## config.mk

```make
export PLATFORM = sky130hd
export DESIGN_NAME = hcsr04_ranger
export DESIGN_NICKNAME = d
export VERILOG_FILES = /design/src/rtl/hcsr04_pkg.sv /design/src/rtl/hcsr04_us_tick.sv /design/src/rtl/hcsr04_ranger.sv
export SDC_FILE = /design/constraint.sdc
export NUM_CORES = 1
export LEC_CHECK = 0
export CAP_MARGIN = 10
export CORE_UTILIZATION = 55
export CTS_BUF_LIST = sky130_fd_sc_hd__clkbuf_4
export DETAILED_ROUTE_END_ITERATION = 12
export GPL_ROUTABILITY_DRIVEN = 1
export PLACE_DENSITY = 0.78
export SLEW_MARGIN = 25
export SYNTH_ARGS = -nofsm -noshare
export SYNTH_HDL_FRONTEND = slang
export SYNTH_HIERARCHICAL = 1
export SYNTH_SLANG_ARGS = --single-unit
```

## constraint.sdc

```tcl
create_clock -name cclk -period 3.65 [get_ports cclk]
set_input_delay 1.095 -clock cclk [delete_from_list [all_inputs] [get_ports cclk]]
set_output_delay 1.095 -clock cclk [all_outputs]
set_load 0.02 [all_outputs]
```

## src/rtl/hcsr04_pkg.sv

```systemverilog
// hcsr04_pkg: shared types and constants for the HC-SR04 ranger.
//   state_t   : measurement sequencer states
//   AVG_DEPTH : number of good samples averaged when HCSR04_AVG_EN is defined
//   us_div()  : clock cycles per microsecond for a given clock frequency
package hcsr04_pkg;
  typedef enum logic [2:0] {IDLE, TRIG, WAIT_RISE, MEASURE, HOLDOFF} state_t;
  localparam int AVG_DEPTH = 4;
  function automatic int us_div(input int clk_hz);
    return clk_hz / 1_000_000;
  endfunction
endpackage

```

## src/rtl/hcsr04_us_tick.sv

```systemverilog
// hcsr04_us_tick: microsecond prescaler with restart.
//   cclk    : system clock
//   clr_n   : synchronous active-low reset
//   restart : restart the count so the next tick is DIV cycles away
//   tick    : one-cycle strobe every DIV cycles
module hcsr04_us_tick #(
  parameter int DIV = 50
) (
  input  logic cclk,
  input  logic clr_n,
  input  logic restart,
  output logic tick
);
  localparam int W = $clog2(DIV);
  logic [W-1:0] cnt;
  assign tick = cnt == W'(DIV - 1);
  always_ff @(posedge cclk)
    cnt <= (!clr_n || restart || tick) ? '0 : cnt + 1'b1;
endmodule

```

## src/rtl/hcsr04_ranger.sv

```systemverilog
// hcsr04_ranger: closed-loop HC-SR04 trigger/echo measurement sequencer.
//   cclk    : system clock          clr_n   : synchronous active-low reset
//   run     : level enable          echo    : raw asynchronous echo pin
//   trig    : sensor trigger pin    echo_us : last echo width in us
//   valid   : echo_us updated       timeout : cycle aborted
//   busy    : sequencer not idle
// Build option HCSR04_AVG_EN: publish the mean of every AVG_DEPTH good samples.
module hcsr04_ranger import hcsr04_pkg::*; #(
  parameter int CLK_HZ     = 50_000_000,
  parameter int TRIG_US    = 10,
  parameter int TIMEOUT_US = 25000,
  parameter int HOLDOFF_US = 60000,
  parameter int CNT_W      = 16
) (
  input  logic             cclk,
  input  logic             clr_n,
  input  logic             run,
  input  logic             echo,
  output logic             trig,
  output logic [CNT_W-1:0] echo_us,
  output logic             valid,
  output logic             timeout,
  output logic             busy
);
  localparam int DIV  = us_div(CLK_HZ);
  localparam int TM1  = HOLDOFF_US > TIMEOUT_US ? HOLDOFF_US : TIMEOUT_US;
  localparam int TMAX = TM1 > TRIG_US ? TM1 : TRIG_US;
  localparam int TW   = $clog2(TMAX + 1);
  state_t state;
  logic [2:0] sync;
  logic [TW-1:0] tmr, lim;
  logic [CNT_W-1:0] meas;
  logic tick, done, leave, rise, fall;
  // sync[1] is the synchronized echo, sync[2] its previous value for edge detect
  assign rise = sync[1] & ~sync[2];
  assign fall = ~sync[1] & sync[2];
  always_comb begin
    lim = state == TRIG ? TW'(TRIG_US - 1) : state == HOLDOFF ? TW'(HOLDOFF_US - 1) : TW'(TIMEOUT_US - 1);
    done = tick && tmr == lim;
    leave = state == IDLE ? run : state == WAIT_RISE ? rise || done : state == MEASURE ? fall || done : done;
    // a fall coinciding with a tick has completed that microsecond
    meas = CNT_W'(tmr) + CNT_W'(tick);
  end
  // every state exit restarts the prescaler, so each state lasts whole us
  hcsr04_us_tick #(.DIV(DIV)) u_tick (.cclk(cclk), .clr_n(clr_n), .restart(leave), .tick(tick));
`ifdef HCSR04_AVG_EN
  localparam int NW = $clog2(AVG_DEPTH);
  logic [CNT_W+1:0] sum, sum_nxt;
  logic [NW-1:0] n;
  assign sum_nxt = sum + (CNT_W + 2)'(meas);
`endif
  always_ff @(posedge cclk) begin
    if (!clr_n) begin
      state <= IDLE;
      sync <= '0;
      tmr <= '0;
      trig <= 1'b0;
      echo_us <= '0;
      valid <= 1'b0;
      timeout <= 1'b0;
      busy <= 1'b0;
`ifdef HCSR04_AVG_EN
      sum <= '0;
      n <= '0;
`endif
    end else begin
      sync <= {sync[1:0], echo};
      tmr <= (leave || state == IDLE) ? '0 : tmr + TW'(tick);
      valid <= 1'b0;
      timeout <= 1'b0;
      case (state)
        IDLE: if (run) begin
          state <= TRIG;
          trig <= 1'b1;
          busy <= 1'b1;
        end
        TRIG: if (done) begin
          state <= WAIT_RISE;
          trig <= 1'b0;
        end
        WAIT_RISE: if (rise) state <= MEASURE;
        else if (done) begin
          state <= HOLDOFF;
          timeout <= 1'b1;
`ifdef HCSR04_AVG_EN
          sum <= '0;
          n <= '0;
`endif
        end
        // reaching the limit wins over a simultaneous fall
        MEASURE: if (done) begin
          state <= HOLDOFF;
          timeout <= 1'b1;
`ifdef HCSR04_AVG_EN
          sum <= '0;
          n <= '0;
`endif
        end else if (fall) begin
          state <= HOLDOFF;
`ifdef HCSR04_AVG_EN
          if (n == NW'(AVG_DEPTH - 1)) begin
            valid <= 1'b1;
            echo_us <= CNT_W'(sum_nxt >> NW);
            sum <= '0;
            n <= '0;
          end else begin
            sum <= sum_nxt;
            n <= n + 1'b1;
          end
`else
          valid <= 1'b1;
          echo_us <= meas;
`endif
        end
        HOLDOFF: if (done) begin
          state <= run ? TRIG : IDLE;
          trig <= run;
          busy <= run;
        end
        default: state <= IDLE;
      endcase
    end
  end
endmodule

```

# After elaboration in Yosys (flattened, before gate mapping)
# Index checks and enable logic that the tools add are counted.
dict set report totals {
  reg_bits 48
  input_bits 4
  out_inout_bits 20
  wordCells 68
}
dict set report classes {
  n_addsub 2
  eq_ne 11
  muxes 23
  bitwise 7
  n_reduce_logical 16
}
# cell count
set op_table {}
lappend op_table {{16-bit two-way mux} 2}
lappend op_table {{3-bit two-way mux} 7}
lappend op_table {{16-bit by 1-bit adder with 16-bit output} 1}
lappend op_table {{16-bit == test} 1}
lappend op_table {{3-bit one-hot mux with 5 select lines} 1}
lappend op_table {{1-bit two-way mux} 10}
lappend op_table {{6-bit by 1-bit adder with 6-bit output, second input constant} 1}
lappend op_table {{3-bit by 2-bit == test with 1-bit output, second input constant} 2}
lappend op_table {{6-bit == test, second input constant} 1}
lappend op_table {{2-bit inequality test, second input constant} 3}
lappend op_table {{3-bit inequality test, second input constant} 2}
lappend op_table {{3-bit AND reduction} 2}
lappend op_table {{1-bit logical OR} 5}
lappend op_table {{1-bit NOT} 5}
lappend op_table {{5-bit AND reduction} 1}
lappend op_table {{1-bit one-hot mux with 2 select lines} 2}
lappend op_table {{4-bit AND reduction} 1}
lappend op_table {{3-bit by 1-bit == test with 1-bit output, second input constant} 1}
lappend op_table {{3-bit == test, second input constant} 1}
lappend op_table {{3-bit logical NOT} 1}
lappend op_table {{1-bit one-hot mux with 3 select lines} 1}
lappend op_table {{3-bit nonzero test} 1}
lappend op_table {{3-bit OR reduction} 1}
lappend op_table {{1-bit AND} 2}
lappend op_table {{other kinds (4)} 4}

# Longest topological paths before layout
# Gate-level depths: netlist (run 1).
dict set report logic_depth {
  ltp_word 11
  mapped_depth 12
  mapped_depth_nobuf 12
}

# Hierarchy
# The synthesis (run 1) kept the hierarchy.
# mod instances cells_per_inst area_per_inst_um2
set modules_own_cells {}
lappend modules_own_cells {hcsr04_ranger 1 214 1980.6}
lappend modules_own_cells {hcsr04_us_tick 1 28 287.8}

# Worst setup path after synthesis (run 1)
# Ideal clock, no wire load.
dict set report synth_path {
  kind {reg2reg}
  from {register u_tick.cnt[0]}
  to {register u_tick.cnt[2]}
  t_arrival_ps 2090
  path_slack_ps 1428
  stages_incl_launch_ff 12
  period_less_slack_ps 2222
  path_cell_list {dfxtp_1 > ha_1 > nand2_1 > nor4_1 > nand2_1 > a2111oi_4 > o2111a_1 > nor2_1 > nor2_1 > nor2b_1 > o41ai_4 > nor2_1}
}
dict set report synth_between {
  elab_chain_len 8
  word_cells_on_any_way 10
  cone_classes {add/sub (1); eq/ne (1); mux (3); reduce/logical (5)}
}
# element line_no
set synth_lines {}
lappend synth_lines {{start: declaration} hcsr04_us_tick.sv:15} ;# logic [W-1:0] cnt;
lappend synth_lines {{start signal: assignment} hcsr04_us_tick.sv:18} ;# cnt <= (!clr_n || restart || tick) ? '0 : cnt + 1'b1;
lappend synth_lines {{6-bit == test (*)} hcsr04_us_tick.sv:16} ;# assign tick = cnt == W'(DIV - 1);
lappend synth_lines {{named net tick} hcsr04_ranger.sv:33} ;# logic tick, done, leave, rise, fall;
lappend synth_lines {{1-bit logical AND (*)} hcsr04_ranger.sv:39} ;# done = tick && tmr == lim;
lappend synth_lines {{1-bit logical OR} hcsr04_ranger.sv:40} ;# leave = state == IDLE ? run : state == WAIT_RISE ? rise || done : state == MEASURE ? fall || done : done;
lappend synth_lines {{1-bit two-way mux} hcsr04_ranger.sv:40}
lappend synth_lines {{1-bit two-way mux (*) (2 in series)} hcsr04_ranger.sv:40}
lappend synth_lines {{named net leave} hcsr04_ranger.sv:33}
lappend synth_lines {{1-bit logical OR (*) (2 in series)} hcsr04_us_tick.sv:18}
# The timed path passes the listed nets; every way through them passes the cells marked *.
# A chain may end at the register's enable or synchronous reset.

# Worst setup path after layout (run 1)
dict set report layout_path {
  from {register state[2]}
  to {register state[0]}
}
dict set report layout_between {
  elab_chain_len 7
  word_cells_on_any_way 17
  cone_classes {eq/ne (10); mux (4); reduce/logical (3)}
}
# element line_no
set layout_lines {}
lappend layout_lines {{start: declaration} hcsr04_ranger.sv:29} ;# state_t state;
lappend layout_lines {{start signal: assignment} hcsr04_ranger.sv:116} ;# state <= run ? TRIG : IDLE;
lappend layout_lines {{3-bit == test} {hcsr04_ranger.sv:38, hcsr04_ranger.sv:71}}
lappend layout_lines {{16-bit two-way mux (2 in series)} hcsr04_ranger.sv:38} ;# lim = state == TRIG ? TW'(TRIG_US - 1) : state == HOLDOFF ? TW'(HOLDOFF_US - 1) : TW'(TIMEOUT_US - 1);
lappend layout_lines {{16-bit == test} hcsr04_ranger.sv:39}
lappend layout_lines {{1-bit logical AND} hcsr04_ranger.sv:39}
lappend layout_lines {{3-bit inequality test (no source line), or another cell as far along} n/a}
lappend layout_lines {{5-bit AND reduction (no source line) or 3-bit one-hot mux with 5 select lines (tied branches)} n/a}
# Parallel ways exist; a longest one is shown, timed or not.

==> results of run 1 <==
sequential cells by signal, summed over array words and instances, names as in the netlist:
signal / cells
valid: 1
u_tick/cnt: 6
sync: 3
echo_us: 16
state: 3
timeout: 1
busy: 1
trig: 1
tmr: 16
power groups by stage:
| stage | logic [mW] | registers (mW) | clock network [mW] |
|---|---|---|---|
| floorplan | 0.201 | 0.594 | 0 |
| global placement | 0.230 | 0.608 | 0 |
| detailed placement | 0.232 | 0.609 | 0 |
| CTS | 0.233 | 0.597 | 0.251 |
| global route | 0.260 | 0.604 | 0.276 |
| finish | 0.231 | 0.597 | 0.248 |
stage by stage:
| step | instances | utilization [%] |
|---|---|---|
| floorplan | 242 | - |
| CTS | 313 | 67.8 |
| global placement | 305 | 66.3 |
| finish | 313 | 67.8 |
| detailed placement | 305 | 66.3 |
| global route | 313 | 67.8 |
cell usage in the layout (no fill, tap or decap), drive strengths merged, types with 5 or more instances in the layout:
master         count
dfxtp             48
nand2             28
a21oi             12
xor2               6
nor3               7
a311oi             8
mux2i             12
xnor2             12
nor2b              9
clkbuf             6
nand3              9
clkdlybuf4s50     23
nor2              24
inv                5
kinds of logic after synthesis:
group / synth area share (%)
muxes: 5.30
xor gates and xnor gates: 6.95
DFF: 42.4
AOI/OAI and AO/OA: 14.8
adders and majority gates: 2.21
and+or+nand+nor: 24.7
buffers and inverters: 3.69
how the worst max path moves through the flow:
stage               endpoint           from  cells after the start
2_1_floorplan  u_tick/cnt[2]  u_tick/cnt[0]                     11
3_3_place_gp   u_tick/cnt[5]            run                      7
3_5_place_dp   u_tick/cnt[4]            run                      7
4_1_cts             state[0]       state[2]                      5
5_1_grt             state[2]       state[2]                      5
6_report            state[0]       state[2]                      5
cell type report:
cell class / instances / area [um2] / share of cell area, %
repair buffers: 25 / 245 / 9.53
clock inverters: 2 / 11.3 / 0.438
inverters: 6 / 22.5 / 0.875
well taps: 48 / 60.1 / 2.33
clock buffers: 6 / 45.0 / 1.75
flip-flops and latches: 48 / 961 / 37.3
multi-input cells: 178 / 1230 / 47.7
synthesized netlist by cell type (all sizes together) (3+ instances only):
cell type and instances:
and3 4, nor2b 9, nor3b 3, nand4 4, xor2 6, and2 4
nor3 7, ha 4, or3 3, a21oi 12, nor4 3, inv 5
mux2i 12, dfxtp 48, clkbuf 4, o21ai 4, xnor2 12, nor2 24
buf 6, nand2 28, a311oi 8, nand3 9
critical path: cells and delay by family (launching register included):
kind	cells	cell delay [ps]
simple gates	1	480
compound gates	3	1210
flops	1	700
mux	1	200
layer usage:
| metal | share of wire (%) | vias to the layer above |
|---|---|---|
| met5 | 0 | - |
| li1 | - | 911 |
| met3 | 2.9 | 8 |
| met4 | 1.5 | 0 |
| met1 | 50 | 834 |
| met2 | 45 | 31 |
==> flow_summary.ini, run 1 <==
[finish]
drive_above_1_share_pct = 8.68
nFillCells = 310
insertedDiodeCount = 0
fin_area_um2 = 2570
area.growth.synth_to_final_pct = 13.5
nets = 272

[worst_setup_path]
rr_worst_depth = 5
rrSetupSlack_ps = 990
endpoint_kind = flip-flop
critPathMaxStageDelay_ps = 700
rr_endpoint = state[0]
critPathKind = reg -> reg
crit_chain = or3b_4 > a2111oi_4 > o2111ai_4 > a21oi_2 > mux2i_1
critPathArrivalTime_ps = 2960
startpoint_type = flip-flop
reg2reg_from = state[2]
required_ps = 3950
cp_slowest_cell = dfxtp_1
critPathMaxFanout = 19

[route]
avgRoutedWirePerCell_um = 14.3
drt-initial-drc-count = 71
drt_pre_antenna_iters = 4
viasPerCell = 5.70
antenna_left = 0
route.detailed.drc = 0
num_vias = 1784
wirelength_mm = 4.48

[logic_synthesis]
async_reset_ff_share_pct = 0
yosysTopAreaCellShare_pct = 42.4
syn_nets = 250
yosysTopAreaCell = dfxtp_1
synthCells = 242
yosysSeqAreaShare_pct = 42.4
synthFlopType = dfxtp_1
syn_area_um2 = 2270
synth_warnings = 6
synth_area_leaders = dfxtp_1, mux2i_1, xnor2_1, nand2_1, nor2_1
synth-edff-count = 0
synth.distinct_cells = 52
ys_ff_latch = 48
avgSynthCellArea_um2 = 9.37

[hold_path]
worstHoldStart = sync[0]
whs_endpoint = sync[1]
min_path_cells = 1
hp-class = reg -> reg

[die]
core_area_um2 = 3800
ios = 24
die_h_um = 66.2
die_width_um = 66.2
start_util_pct = 59.7
rows = 22
die-area_um2 = 4390

[outcome]
status = finished, final reports clean

[clock_network]
cts_hold_buffers = 0
cts_buffers = 5
root_buffer = clkbuf_4
clkSinkCount = 48
clkLatencyLatePin_ps = 370
cts_tree = yes
postCtsSetupBuffers = 0
htreeDepth = 2
cts_resized = 0
clk_pin_slew_ps = 130
cts_max_path_buffers = 2

[power_and_ir_drop]
switching_share_pct = 31.7
comb_power_share_pct = 21.5
clock_power_share_pct = 23.0
p_per_area_nw_per_um2 = 418
vdd_drop_max_v = 0.000231
p_int_uw = 735
leakage_nw = 0.921
p_total_mw = 1.08
power_frac_seq_pct = 55.5
p_switching_uw = 341

[timing]
hold_viol = 0
period_share_pct = 72.8
slew_violations = 0
period_needed_ps = 2660
rsz0062_at_grt = no
finalSetupTns_ps = 0
finalSetupViolCount = 0
slew_headroom_pct = 58.4
whs_ps = 466
finClkSkew_ps = 11.6
worst_pin_slew_ps = 624
timing.final.ws_setup_ps = 991
fmax_mhz = 376

[global_route]
grt.met3_usage_pct = 4.66
grt_remaining_overflow = 0
grt_max_degree = 32
met1_usage_pct = 31.2
grt_usage_pct = 22.9
antenna_found_initial = 0
grtUsageMet2_pct = 35.3
grt.busiest_layer = met2
grt_pass1_wl_mm = 7.43
grt_pass1_vias = 1594

[flow_run]
cap_violations = 0

[place]
gp_congestion = 0.822
port_buffers = 23
pre_cts_slack_ps = 846
post_dp_cell_area_um2 = 2520
dpl.hpwl_mm = 3.17
Power figures use the tool's default switching activity.
==> run 2, diff against run 1 <==
--- a/config.mk
+++ b/config.mk
@@ -6,11 +6,11 @@
 export NUM_CORES = 1
 export LEC_CHECK = 0
 export CAP_MARGIN = 10
-export CORE_UTILIZATION = 55
+export CORE_UTILIZATION = 52
 export CTS_BUF_LIST = sky130_fd_sc_hd__clkbuf_4
 export DETAILED_ROUTE_END_ITERATION = 12
 export GPL_ROUTABILITY_DRIVEN = 1
-export PLACE_DENSITY = 0.78
+export PLACE_DENSITY = 0.77
 export SLEW_MARGIN = 25
 export SYNTH_ARGS = -nofsm -noshare
 export SYNTH_HDL_FRONTEND = slang
==> constraint.sdc (replaced) <==
create_clock -name cclk -period 2.3 [get_ports cclk]
set_input_delay 0.69 -clock cclk [delete_from_list [all_inputs] [get_ports cclk]]
set_output_delay 0.69 -clock cclk [all_outputs]
set_load 0.02 [all_outputs]
==> flow_summary.ini, run 2 (synthesis results as in run 1) <==
[outcome]
status = finished, final reports clean

[worst_setup_path]
critPathArrivalTime_ps = 2450
critPathMaxFanout = 16
required_ps = 2570
startpoint_type = flip-flop
endpoint_kind = flip-flop
critPathKind = reg -> reg

[place]
dpl.hpwl_mm = 3.26
pre_cts_slack_ps = 19.7
gp_congestion = 0.835
port_buffers = 23

[clock_network]
root_buffer = clkbuf_4
cts_tree = yes
htreeDepth = 2
clk_pin_slew_ps = 140
cts_max_path_buffers = 2
clkSinkCount = 48
cts_hold_buffers = 0
clkLatencyLatePin_ps = 360
cts_buffers = 5

[route]
antenna_left = 0
route.detailed.drc = 0
num_vias = 1814
drt_pre_antenna_iters = 4
drt-initial-drc-count = 103
wirelength_mm = 4.50
viasPerCell = 5.45
avgRoutedWirePerCell_um = 13.5

[timing]
finalSetupViolCount = 0
timing.final.ws_setup_ps = 120
rsz0062_at_grt = yes
period_needed_ps = 2180
worst_pin_slew_ps = 443
hold_viol = 0
fmax_mhz = 459
slew_violations = 0
slew_headroom_pct = 70.4
whs_ps = 457
finClkSkew_ps = 11.0
period_share_pct = 94.8

[hold_path]
hp-class = reg -> reg

[finish]
drive_above_1_share_pct = 17.0
nFillCells = 353
top_regs = echo_us x16, tmr x16, u_tick/cnt x6
mostFrequentLayoutCells = dfxtp_1, nand2_1, nor2_1, clkdlybuf4s50_1, buf_4
area.growth.synth_to_final_pct = 21.1
final_common_cell = dfxtp_1
insertedDiodeCount = 0
nets = 290

[die]
die_h_um = 68.1
ios = 24
die-area_um2 = 4630
rows = 23
core_area_um2 = 4090
die_width_um = 68.1
start_util_pct = 55.5

[flow_run]
cap_violations = 0

[global_route]
grt_pass1_vias = 1590
antenna_found_initial = 0
grt_usage_pct = 21.3
grt_pass1_wl_mm = 7.35
grt_remaining_overflow = 0
grt_max_degree = 20

[power_and_ir_drop]
p_total_mw = 1.77
vdd_drop_max_v = 0.000421
p_per_area_nw_per_um2 = 646
leakage_nw = 1.01
run 2: changes by cell type in the layout (fill, tap and decap cells not counted), moves of 2 or more:
cell / previous run / this run
buf_4: 2 / 20
ha_1: 4 / 2
ha_2: 0 / 2
nor3_1: 6 / 4
nor3_2: 1 / 3
run 2: per-layer routing:
layer  up-vias  wire length, um  part of all wire [%]  global-route usage (%)
met1       832             2280                    51                    29.9
met5         -                0                     0                       0
met2        32             2010                    45                    32.4
met4         0               54                   1.2                    6.77
li1        944                -                     -                       -
met3         6              153                   3.4                    4.50
run 2: final cells by class:
class | count | area, um2 | area share [%]
well taps | 50 | 62.6 | 2.28
inverters | 6 | 22.5 | 0.820
clock inverters | 2 | 11.3 | 0.410
multi-input cells | 178 | 1260 | 46.0
flip-flops and latches | 48 | 962 | 35.0
repair buffers | 43 | 380 | 13.8
clock buffers | 6 | 45.0 | 1.64
run 2: final timing paths:
check                              start          end  slack (ps)  cells past startpoint
worst max-delay path            state[2]  echo_us[10]         120                      5
worst max register to register  state[2]  echo_us[10]         120                      5
worst min register to register   sync[0]      sync[1]         460                      1
worst min-delay path             sync[0]      sync[1]         460                      1
run 2: through the flow:
step | util, % | std cells | TNS (ps) | area (um2)
2_1_floorplan | - | 242 | 0 | 2270
3_3_place_gp | 64.8 | 324 | 0 | 2650
3_5_place_dp | 64.8 | 324 | 0 | 2650
4_1_cts | 66.3 | 332 | 0 | 2710
5_1_grt | 67.2 | 333 | -26.6 | 2750
6_report | 67.2 | 333 | 0 | 2750
run 2: what timing repair did:
action / CTS / global route
pin swaps: 0 / 3
hold endpoints to repair: 0 / 0
buffers inserted: 0 / 1
resized for setup: 1 / 8
endpoints found under the setup margin: 2 / 32
run 2: where the power goes:
| part | total (mW) | switching, mW | internal, mW |
|---|---|---|---|
| clock network | 0.398 | 0.270 | 0.129 |
| registers | 0.912 | 0.0349 | 0.877 |
| logic | 0.464 | 0.257 | 0.207 |
| total | 1.77 | 0.562 | 1.21 |
run 2: critical path, stage by stage, from the launching register on:
cell	delay [ps]
dfxtp_1	430
or3b_4	440
a2111oi_4	460
o2111ai_4	230
buf_4	250
a311oi_1	270
==> run 3, diff against run 2 <==
--- a/config.mk
+++ b/config.mk
@@ -6,11 +6,11 @@
 export NUM_CORES = 1
 export LEC_CHECK = 0
 export CAP_MARGIN = 10
-export CORE_UTILIZATION = 52
+export CORE_UTILIZATION = 55
 export CTS_BUF_LIST = sky130_fd_sc_hd__clkbuf_4
 export DETAILED_ROUTE_END_ITERATION = 12
 export GPL_ROUTABILITY_DRIVEN = 1
-export PLACE_DENSITY = 0.77
+export PLACE_DENSITY = 0.78
 export SLEW_MARGIN = 25
 export SYNTH_ARGS = -nofsm -noshare
 export SYNTH_HDL_FRONTEND = slang
==> constraint.sdc (replaced) <==
create_clock -name cclk -period 2.7 [get_ports cclk]
set_input_delay 0.81 -clock cclk [delete_from_list [all_inputs] [get_ports cclk]]
set_output_delay 0.81 -clock cclk [all_outputs]
set_load 0.02 [all_outputs]
==> flow_summary.ini, run 3 (synthesis results as in run 1) <==
[worst_setup_path]
cp_slowest_cell = a2111oi_4
required_ps = 2940
endpoint_kind = flip-flop
critPathKind = reg -> reg
crit_path_frequent_cell = nor2_1
cp_top_family = compound AO/OA/AOI/OAI gates
reg2reg_from = u_tick/cnt[0]
crit_chain = ha_1 > nand2_1 > nor4_2 > nand2_1 > a2111oi_4 > o2111a_2 > nor2_1 > nor2_1 > nor2b_1 > o41ai_4 > nor2_1
critPathArrivalTime_ps = 2650
critPathMaxFanout = 6
rr_endpoint = u_tick/cnt[4]
startpoint_type = flip-flop
critPathMaxStageDelay_ps = 440
rr_worst_depth = 11
rrSetupSlack_ps = 290
path_buf_inv = 0

[place]
dpl.hpwl_mm = 3.33
gp_congestion = 0.796
port_buffers = 23
pre_cts_slack_ps = 174

[timing]
slew_headroom_pct = 68.3
slew_violations = 0
timing.final.ws_setup_ps = 291
finClkSkew_ps = 12.1
whs_ps = 462
rsz0062_at_grt = no
period_needed_ps = 2410
finalSetupViolCount = 0
hold_viol = 0
worst_pin_slew_ps = 471
fmax_mhz = 415
finalSetupTns_ps = 0
period_share_pct = 89.2

[clock_network]
clk_pin_slew_ps = 140
clkLatencyLatePin_ps = 370
cts_max_path_buffers = 2
root_buffer = clkbuf_4
cts_hold_buffers = 0
clkSinkCount = 48
htreeDepth = 2
cts_tree = yes
cts_buffers = 5

[power_and_ir_drop]
p_per_area_nw_per_um2 = 558
leakage_nw = 0.952
vdd_drop_max_v = 0.000454

[finish]
area.growth.synth_to_final_pct = 16.8
drive_above_1_share_pct = 12.4
final_common_cell = dfxtp_1
fin_util_pct = 69.7
top_regs = echo_us x16, tmr x16, u_tick/cnt x6
nets = 281
nFillCells = 310
mostFrequentLayoutCells = dfxtp_1, nand2_1, nor2_1
insertedDiodeCount = 0

[route]
antenna_left = 0
num_vias = 1801
avgRoutedWirePerCell_um = 13.8
wirelength_mm = 4.45
route.detailed.drc = 0
drt-initial-drc-count = 100
viasPerCell = 5.59
drt_pre_antenna_iters = 4

[die]
ios = 24
rows = 22
die-area_um2 = 4390
die_width_um = 66.2
die_h_um = 66.2
core_area_um2 = 3800
start_util_pct = 59.7

[global_route]
grt_pass1_vias = 1647
met1_usage_pct = 30.6
grt_usage_pct = 22.9
grt_max_degree = 20
grt_pass1_wl_mm = 7.50
antenna_found_initial = 0
grt.busiest_layer = met2
grt.met3_usage_pct = 4.14
grt_remaining_overflow = 0
grtUsageMet2_pct = 36.6

[hold_path]
hp-class = reg -> reg
min_path_cells = 1
worstHoldStart = sync[0]
whs_endpoint = sync[1]

[flow_run]
cap_violations = 0

[outcome]
status = finished, final reports clean
==> run 3: cell types whose count changed in the layout (fill, tap and decap cells not counted), moves of 2 or more <==
| cell | change |
|---|---|
| ha_2 | -2 |
| buf_4 | -9 |
| nor3_2 | -2 |
| nor3_1 | +2 |
| ha_1 | +2 |
==> run 3: layout make-up <==
type	instances	area, um2	share of cell area, %
Tap cell	48	60.1	2.27
Timing Repair Buffer	34	313	11.8
Multi-Input combinational cell	178	1240	46.7
Clock inverter	3	18.8	0.709
Sequential cell	48	961	36.3
Inverter	6	22.5	0.850
Clock buffer	5	37.5	1.42
==> run 3: how the worst max path moves through the flow <==
| stage | endpoint | slack (ps) | depth (start not counted) | startpoint |
|---|---|---|---|---|
| floorplan | u_tick/cnt[2] | 480 | 11 | u_tick/cnt[0] |
| global placement | state[2] | 270 | 8 | u_tick/cnt[0] |
| detailed placement | state[2] | 170 | 8 | u_tick/cnt[0] |
| CTS | state[0] | 140 | 8 | u_tick/cnt[0] |
| global route | echo_us[14] | 90 | 10 | u_tick/cnt[0] |
| finish | u_tick/cnt[4] | 290 | 11 | u_tick/cnt[0] |
==> run 3: timing repair <==
action | 4_1_cts | 5_1_grt
resized for setup | 0 | 2
hold endpoints to repair | 0 | 0
endpoints found under the setup margin | 0 | 17
buffers inserted | 0 | 3
==> run 3: power by group <==
part           switching, mW  total, mW  internal [mW]  leakage, nW
combinational          0.216      0.378          0.162        0.539
sequential            0.0323      0.778          0.746        0.388
clock                  0.223      0.321         0.0983       0.0249
total                  0.471       1.48           1.01        0.952
==> run 3: per-layer routing <==
layer	up-vias	routed length [um]	part of all wire, %
li1	922	-	-
met1	847	2160	49
met2	28	2070	46
met3	4	175	3.9
met4	0	46	1.0
met5	-	0	0
==> run 3: metrics by stage <==
step,total power [mW],std cells,instance area [um2]
2_1_floorplan,1.07,242,2270
3_3_place_gp,1.16,311,2560
3_5_place_dp,1.17,311,2560
4_1_cts,1.49,319,2620
5_1_grt,1.56,322,2650
6_report,1.48,322,2650
